[src/rtl/operand_stack_pkg.sv]
// Shared types for the ALU operand stack: the per-cycle stack command and default depth.
package operand_stack_pkg;

   typedef enum logic [2:0] {
      S_NOP   = 3'd0,
      S_PUSH  = 3'd1,
      S_POP   = 3'd2,
      S_POP2  = 3'd3,
      S_WB1   = 3'd4,
      S_WB2   = 3'd5,
      S_SWAP  = 3'd6,
      S_BINOP = 3'd7
   } stack_op_t;

   localparam int STACK_DEPTH = 8;

endpackage

[src/rtl/operand_stack_if.sv]
// Decode/ALU side bundle of the operand stack: command and writeback in, top operands and status out.
interface operand_stack_if
   import operand_stack_pkg::*;
#(
   parameter int WIDTH = 8,
   parameter int DEPTH = STACK_DEPTH
);
   stack_op_t              op;
   logic [WIDTH-1:0]       din;
   logic [WIDTH-1:0]       wb0;
   logic [WIDTH-1:0]       wb1;
   logic [WIDTH-1:0]       top0;
   logic [WIDTH-1:0]       top1;
   logic [$clog2(DEPTH):0] count;
   logic                   empty;
   logic                   full;
   logic                   err;

   modport master (output op, din, wb0, wb1,
                   input  top0, top1, count, empty, full, err);
   modport slave  (input  op, din, wb0, wb1,
                   output top0, top1, count, empty, full, err);
endinterface

[src/rtl/stack_regfile.sv]
// Unreset DEPTH x WIDTH storage with two write ports and two asynchronous read ports.
module stack_regfile #(
   parameter int WIDTH = 8,
   parameter int DEPTH = 8,
   localparam int AW   = $clog2(DEPTH)
) (
   input  logic             clk,
   input  logic [AW-1:0]    wa0,
   input  logic [WIDTH-1:0] wd0,
   input  logic             we0,
   input  logic [AW-1:0]    wa1,
   input  logic [WIDTH-1:0] wd1,
   input  logic             we1,
   input  logic [AW-1:0]    ra0,
   output logic [WIDTH-1:0] rd0,
   input  logic [AW-1:0]    ra1,
   output logic [WIDTH-1:0] rd1
);
   logic [WIDTH-1:0] mem [DEPTH];

   // The caller never aims both write ports at the same address in one cycle.
   always_ff @(posedge clk) begin
      if (we0) mem[wa0] <= wd0;
      if (we1) mem[wa1] <= wd1;
   end

   assign rd0 = mem[ra0];
   assign rd1 = mem[ra1];
endmodule

[src/rtl/operand_stack.sv]
// Operand stack between decode and the ALU: pointer/count/error state, op legality and decode.
module operand_stack
   import operand_stack_pkg::*;
#(
   parameter int WIDTH = 8,
   parameter int DEPTH = STACK_DEPTH
) (
   input  logic            clk,
   input  logic            reset,
   operand_stack_if.slave  bus
);
   localparam int AW = $clog2(DEPTH);
   localparam int CW = $clog2(DEPTH) + 1;

   logic [AW-1:0]    sp, sp_nxt, idx0, idx1;
   logic [CW-1:0]    count, count_nxt;
   logic             err, err_nxt, legal, full;
   logic             we0, we1;
   logic [AW-1:0]    wa0, wa1;
   logic [WIDTH-1:0] wd0, wd1, rd0, rd1;

   // sp points at the next free slot; both top indices wrap mod DEPTH.
   assign idx0 = sp - AW'(1);
   assign idx1 = sp - AW'(2);
   assign full = (count == CW'(DEPTH));

   stack_regfile #(.WIDTH(WIDTH), .DEPTH(DEPTH)) u_regfile (
      .clk (clk),
      .wa0 (wa0), .wd0 (wd0), .we0 (we0),
      .wa1 (wa1), .wd1 (wd1), .we1 (we1),
      .ra0 (idx0), .rd0 (rd0),
      .ra1 (idx1), .rd1 (rd1)
   );

   always_comb begin
      legal = 1'b0;
      case (bus.op)
         S_NOP:          legal = 1'b1;
         S_PUSH:         legal = !full;
         S_POP, S_WB1:   legal = (count >= CW'(1));
         S_POP2, S_WB2,
         S_SWAP, S_BINOP: legal = (count >= CW'(2));
         default:        legal = 1'b0;
      endcase
   end

   always_comb begin
      we0       = 1'b0;
      we1       = 1'b0;
      wa0       = sp;
      wa1       = idx1;
      wd0       = bus.din;
      wd1       = bus.wb1;
      sp_nxt    = sp;
      count_nxt = count;
      err_nxt   = err;
      // An illegal op touches nothing but the sticky error flag.
      if (!legal) begin
         err_nxt = 1'b1;
      end else begin
         case (bus.op)
            S_PUSH: begin
               we0       = 1'b1;
               wa0       = sp;
               wd0       = bus.din;
               sp_nxt    = sp + AW'(1);
               count_nxt = count + CW'(1);
            end
            S_POP: begin
               sp_nxt    = sp - AW'(1);
               count_nxt = count - CW'(1);
            end
            S_POP2: begin
               sp_nxt    = sp - AW'(2);
               count_nxt = count - CW'(2);
            end
            S_WB1: begin
               we0 = 1'b1;
               wa0 = idx0;
               wd0 = bus.wb0;
            end
            S_WB2: begin
               we0 = 1'b1;
               wa0 = idx0;
               wd0 = bus.wb0;
               we1 = 1'b1;
               wa1 = idx1;
               wd1 = bus.wb1;
            end
            S_SWAP: begin
               we0 = 1'b1;
               wa0 = idx0;
               wd0 = rd1;
               we1 = 1'b1;
               wa1 = idx1;
               wd1 = rd0;
            end
            S_BINOP: begin
               // Result lands in the old second slot, which becomes the new top.
               we0       = 1'b1;
               wa0       = idx1;
               wd0       = bus.din;
               sp_nxt    = sp - AW'(1);
               count_nxt = count - CW'(1);
            end
            default: ;
         endcase
      end
   end

   always_ff @(posedge clk or posedge reset) begin
      if (reset) begin
         sp    <= '0;
         count <= '0;
         err   <= 1'b0;
      end else begin
         sp    <= sp_nxt;
         count <= count_nxt;
         err   <= err_nxt;
      end
   end

   // Masking keeps stale storage off the ALU operands when the stack is shallow.
   assign bus.top0  = (count >= CW'(1)) ? rd0 : '0;
   assign bus.top1  = (count >= CW'(2)) ? rd1 : '0;
   assign bus.count = count;
   assign bus.empty = (count == '0);
   assign bus.full  = full;
   assign bus.err   = err;
endmodule

[src/flat_wrapper.sv]
// flat-port wrapper written by rule: the top's interface ports become plain ports
module operand_stack_flat import operand_stack_pkg::*;
#(
   parameter int WIDTH = 8,
   parameter int DEPTH = STACK_DEPTH
)
  (clk, reset, bus_op, bus_din, bus_wb0, bus_wb1, bus_top0, bus_top1, bus_count, bus_empty, bus_full, bus_err);
  operand_stack_if #(.WIDTH(WIDTH), .DEPTH(DEPTH)) bus_i ();
  input  logic clk;
  input  logic reset;
  input wire logic [$bits(bus_i.op)-1:0] bus_op;
  input wire logic [$bits(bus_i.din)-1:0] bus_din;
  input wire logic [$bits(bus_i.wb0)-1:0] bus_wb0;
  input wire logic [$bits(bus_i.wb1)-1:0] bus_wb1;
  output wire logic [$bits(bus_i.top0)-1:0] bus_top0;
  output wire logic [$bits(bus_i.top1)-1:0] bus_top1;
  output wire logic [$bits(bus_i.count)-1:0] bus_count;
  output wire logic [$bits(bus_i.empty)-1:0] bus_empty;
  output wire logic [$bits(bus_i.full)-1:0] bus_full;
  output wire logic [$bits(bus_i.err)-1:0] bus_err;
  assign bus_i.op = bus_op;
  assign bus_i.din = bus_din;
  assign bus_i.wb0 = bus_wb0;
  assign bus_i.wb1 = bus_wb1;
  assign bus_top0 = bus_i.top0;
  assign bus_top1 = bus_i.top1;
  assign bus_count = bus_i.count;
  assign bus_empty = bus_i.empty;
  assign bus_full = bus_i.full;
  assign bus_err = bus_i.err;
  operand_stack #(.WIDTH(WIDTH), .DEPTH(DEPTH)) u_core (.clk(clk), .reset(reset), .bus(bus_i));
endmodule
[config.mk]
export PLATFORM = sky130hd
export DESIGN_NAME = operand_stack_flat
export DESIGN_NICKNAME = d
export VERILOG_FILES = /design/src/rtl/operand_stack_pkg.sv /design/src/rtl/operand_stack_if.sv /design/src/rtl/stack_regfile.sv /design/src/rtl/operand_stack.sv /design/src/flat_wrapper.sv
export SDC_FILE = /design/constraint.sdc
export NUM_CORES = 1
export LEC_CHECK = 0
export ABC_AREA = 1
export CAP_MARGIN = 20
export CELL_PAD_IN_SITES_DETAIL_PLACEMENT = 0
export CELL_PAD_IN_SITES_GLOBAL_PLACEMENT = 1
export CORE_ASPECT_RATIO = 0.7
export CORE_UTILIZATION = 42
export CTS_CLUSTER_DIAMETER = 50
export DETAILED_ROUTE_END_ITERATION = 7
export GPL_ROUTABILITY_DRIVEN = 1
export PLACE_DENSITY = 0.84
export SKIP_LAST_GASP = 1
export SYNTH_ARGS = -nofsm -noshare
export SYNTH_HDL_FRONTEND = slang
export SYNTH_SLANG_ARGS = --single-unit
[constraint.sdc]
create_clock -name clk -period 3.5 [get_ports clk]
set_input_delay 0.525 -clock clk [delete_from_list [all_inputs] [get_ports clk]]
set_output_delay 0.525 -clock clk [all_outputs]
set_load 0.005 [all_outputs]
==> results.cfg <==
[clock_tree]
clkTransAtPathRegs_ns = 0.06
cts_tree = yes
holdBufCountCts = 0
clk-insertion-delay-late_ns = 0.34
cts.sinks = 72
cts-root-buf = clkbuf_16
post_cts.repair.setup_buffers = 0
clock_path_buffers = 2
cts_buffers = 9
htree_levels = 3

[synth]
avgSynthCellArea_um2 = 6.816
synth_seq_cells = 72
synth_area_mm2 = 0.005692
synth_commonest_cells = 322 x nand2_1, 117 x nand3_1, 89 x inv_1
synth_compound_area_share_pct = 9.277
synth.area.top_cells = edfxtp_1 34%, nand2_1 21%, nand3_1 10%, inv_1 5.9%, o21ai_0 4.0%
async_reset_ff_share_pct = 11.11
yosys.area_share.simple_pct = 39.72
seq_area_frac_synth_pct = 37.28
syn-instance-count = 835
yosysMostFrequentCell = nand2_1
synth_edf_count = 64
ys.warnings.count = 0
yosysTopAreaCell = edfxtp_1
synth_xor_area_share_pct = 1.231
syn_nets = 877
synth_top_family_by_area = simple AND/OR/NAND/NOR gates
synth_cell_types = 33
synthMuxAreaShare_pct = 0
synth_top_area_share_pct = 33.77
synthFlopType = edfxtp_1
synth_adder_area_share_pct = 2.858

[final_layout]
regArea_mm2 = 0.002123
multi_input_area_mm2 = 0.003022
antenna_cells = 0
n_fill_cell = 1258
drive_gt1_share_pct = 7.370
fin_nets = 919
areaGrowthSynthToFinish_pct = 17.12

[power]
p_comb_share_pct = 63.1
switching_power_mw = 3.236
powerDensity_mw_per_mm2 = 975.5
clkPwrFrac_pct = 14.7
seqPwrFrac_pct = 22.1
internal_power_mw = 3.267
switching_share_pct = 49.76
leakage_nw = 3.255
power.total_mw = 6.503
ir_drop_mv = 0.5811

[drt]
first_iter_violations = 895
drc_errors = 0
drtPass1Iterations = 6
num_vias = 5963
avgRoutedWirePerCell_um = 19.93
wirelength_um = 21270
avgViaCountPerCell = 5.589
ant_nets = 0

[die]
pin_count = 52
dieArea_mm2 = 0.01403
die_y_um = 99.40
start_util_pct = 43.18
core_mm2 = 0.01318
die_w_um = 141.1
row_count = 35

[setup_path]
crit_buf_inv = 3
path_class = flip-flop to primary output
cpPeakStageDelay_ns = 0.55
end_kind = primary output
crit_path_cell_trace = inv_2 > ha_1 > clkinvlp_4 > a21oi_1 > o21ai_0 > nand2_1 > nand2_1 > a21oi_1 > clkdlybuf4s50_1
critPathTopFamily = buffers and inverters
slowest_stage = clkdlybuf4s50_1
cp_data_arrival_time_ns = 2.75
crit_fanout = 18
crit_required_ns = 2.97
cp-start-kind = flip-flop

[global_routing]
grt_antenna_before_repair = 0
overflow = 0
first_global_vias = 5000
grt_max_degree = 105
grt_pass1_wl_um = 31840
grtUsageTotal_pct = 31.43

[place]
port_buffers = 51
post-dp-hpwl_um = 15610
pre_cts_slack_ns = 0.3563
gp_congestion = 0.9661

[sta]
fin_crit_ns = 3.278
min_period_over_period_pct = 93.66
timing.fmax_ghz = 0.3050
tns_ns = 0
rsz0062_at_grt = no
finalHoldViolations = 0
max_slew.worst_pin.slew_ns = 0.9744
clock_skew_ns = 0.009803
setup_viol = 0
slew_headroom_pct = 35.04
drv_slew = 0
postLayoutSetupSlackWorst_ns = 0.2218

[min_path]
min_path_type = primary input to asynchronous set/reset pin

[status]
status = completed

[run]
maxCapViolations = 0
==> timing repair <==
item | in CTS | in global routing
setup endpoints to repair | 0 | 8
endpoints found under the hold margin | 0 | 0
resized for setup | 0 | 1
==> final timing paths <==
kind	start	end	slack [ns]	cells after the start
worst max-delay path	u_core.sp[0]	bus_top0[7]	0.22	9
max in group asynchronous	reset	u_core.sp[0]	2.78	2
worst max register to register	u_core.bus.count[1]	u_core.u_regfile.mem[6][5]	0.48	9
min in group clk	u_core.bus.err	u_core.bus.err	0.47	2
worst min register to register	u_core.bus.err	u_core.bus.err	0.47	2
worst min-delay path	reset	u_core.bus.count[2]	0.45	2
==> cell type report <==
type / count / share of cell area [%]
clock buffer: 9 / 3.378
clock inverter: 7 / 1.164
inverter: 102 / 5.800
multi-input combinational: 629 / 45.33
sequential: 72 / 31.85
tap: 185 / 3.472
timing repair buffer: 63 / 9.009
==> metrics by stage <==
stage               instances  area (um^2)  util [%]  hold slack (ns)
floorplan                 835         5692         -           0.3407
global placement         1051         6360     48.25           0.4639
detailed placement       1051         6360     48.25           0.4563
CTS                      1067         6663     50.55           0.4510
global route             1067         6666     50.57           0.4818
finish                   1067         6666     50.57           0.4491
==> layout by cell type (no fill, tap or decap), types with 2 or more instances in the layout <==
master | netlist | layout
a21oi_1 | 40 | 40
nand2_2 | 2 | 2
inv_6 | 0 | 3
clkdlybuf4s50_1 | 0 | 51
inv_1 | 89 | 89
nand4_2 | 4 | 4
dfrtp_1 | 8 | 7
ha_1 | 13 | 13
inv_2 | 11 | 11
nand3_1 | 117 | 117
nor3_1 | 2 | 2
o21ai_1 | 2 | 2
nand4_4 | 5 | 5
clkinvlp_4 | 0 | 2
o21ai_0 | 45 | 45
xor2_1 | 7 | 7
nand2_1 | 322 | 322
o21ai_2 | 7 | 7
nand4_1 | 13 | 13
edfxtp_1 | 64 | 64
buf_4 | 5 | 12
nor2_1 | 41 | 41
clkbuf_16 | 0 | 9
==> power by group through the flow <==
stage | combinational (mW) | clock [mW] | sequential (mW)
2_1_floorplan | 2.50 | 0 | 1.34
3_3_place_gp | 3.97 | 0 | 1.44
3_5_place_dp | 4.02 | 0 | 1.44
4_1_cts | 4.03 | 0.962 | 1.42
5_1_grt | 4.52 | 0.992 | 1.45
6_report | 4.11 | 0.959 | 1.44
==> sequential cells by signal, indices dropped and copies added, names as in the netlist <==
register,count
u_core.bus.count,4
u_core.sp,3
u_core.u_regfile.mem,64
u_core.bus.err,1
==> logic make-up after synthesis <==
kind of cell    count (synthesis)
simple gates                  511
buf+inv                       134
compound gates                 97
flops                          72
fa+ha+maj                      13
xor+xnor                        8
==> metal layers <==
metal | vias up | routed length, um | global-route usage (%)
met2 | 388 | 7975 | 40.21
met5 | - | 0 | 0
met3 | 22 | 2991 | 10.45
met1 | 2735 | 10070 | 49.62
met4 | 0 | 227 | 6.104
li1 | 2818 | - | -
No activity file was read; power rests on OpenSTA's default activity.
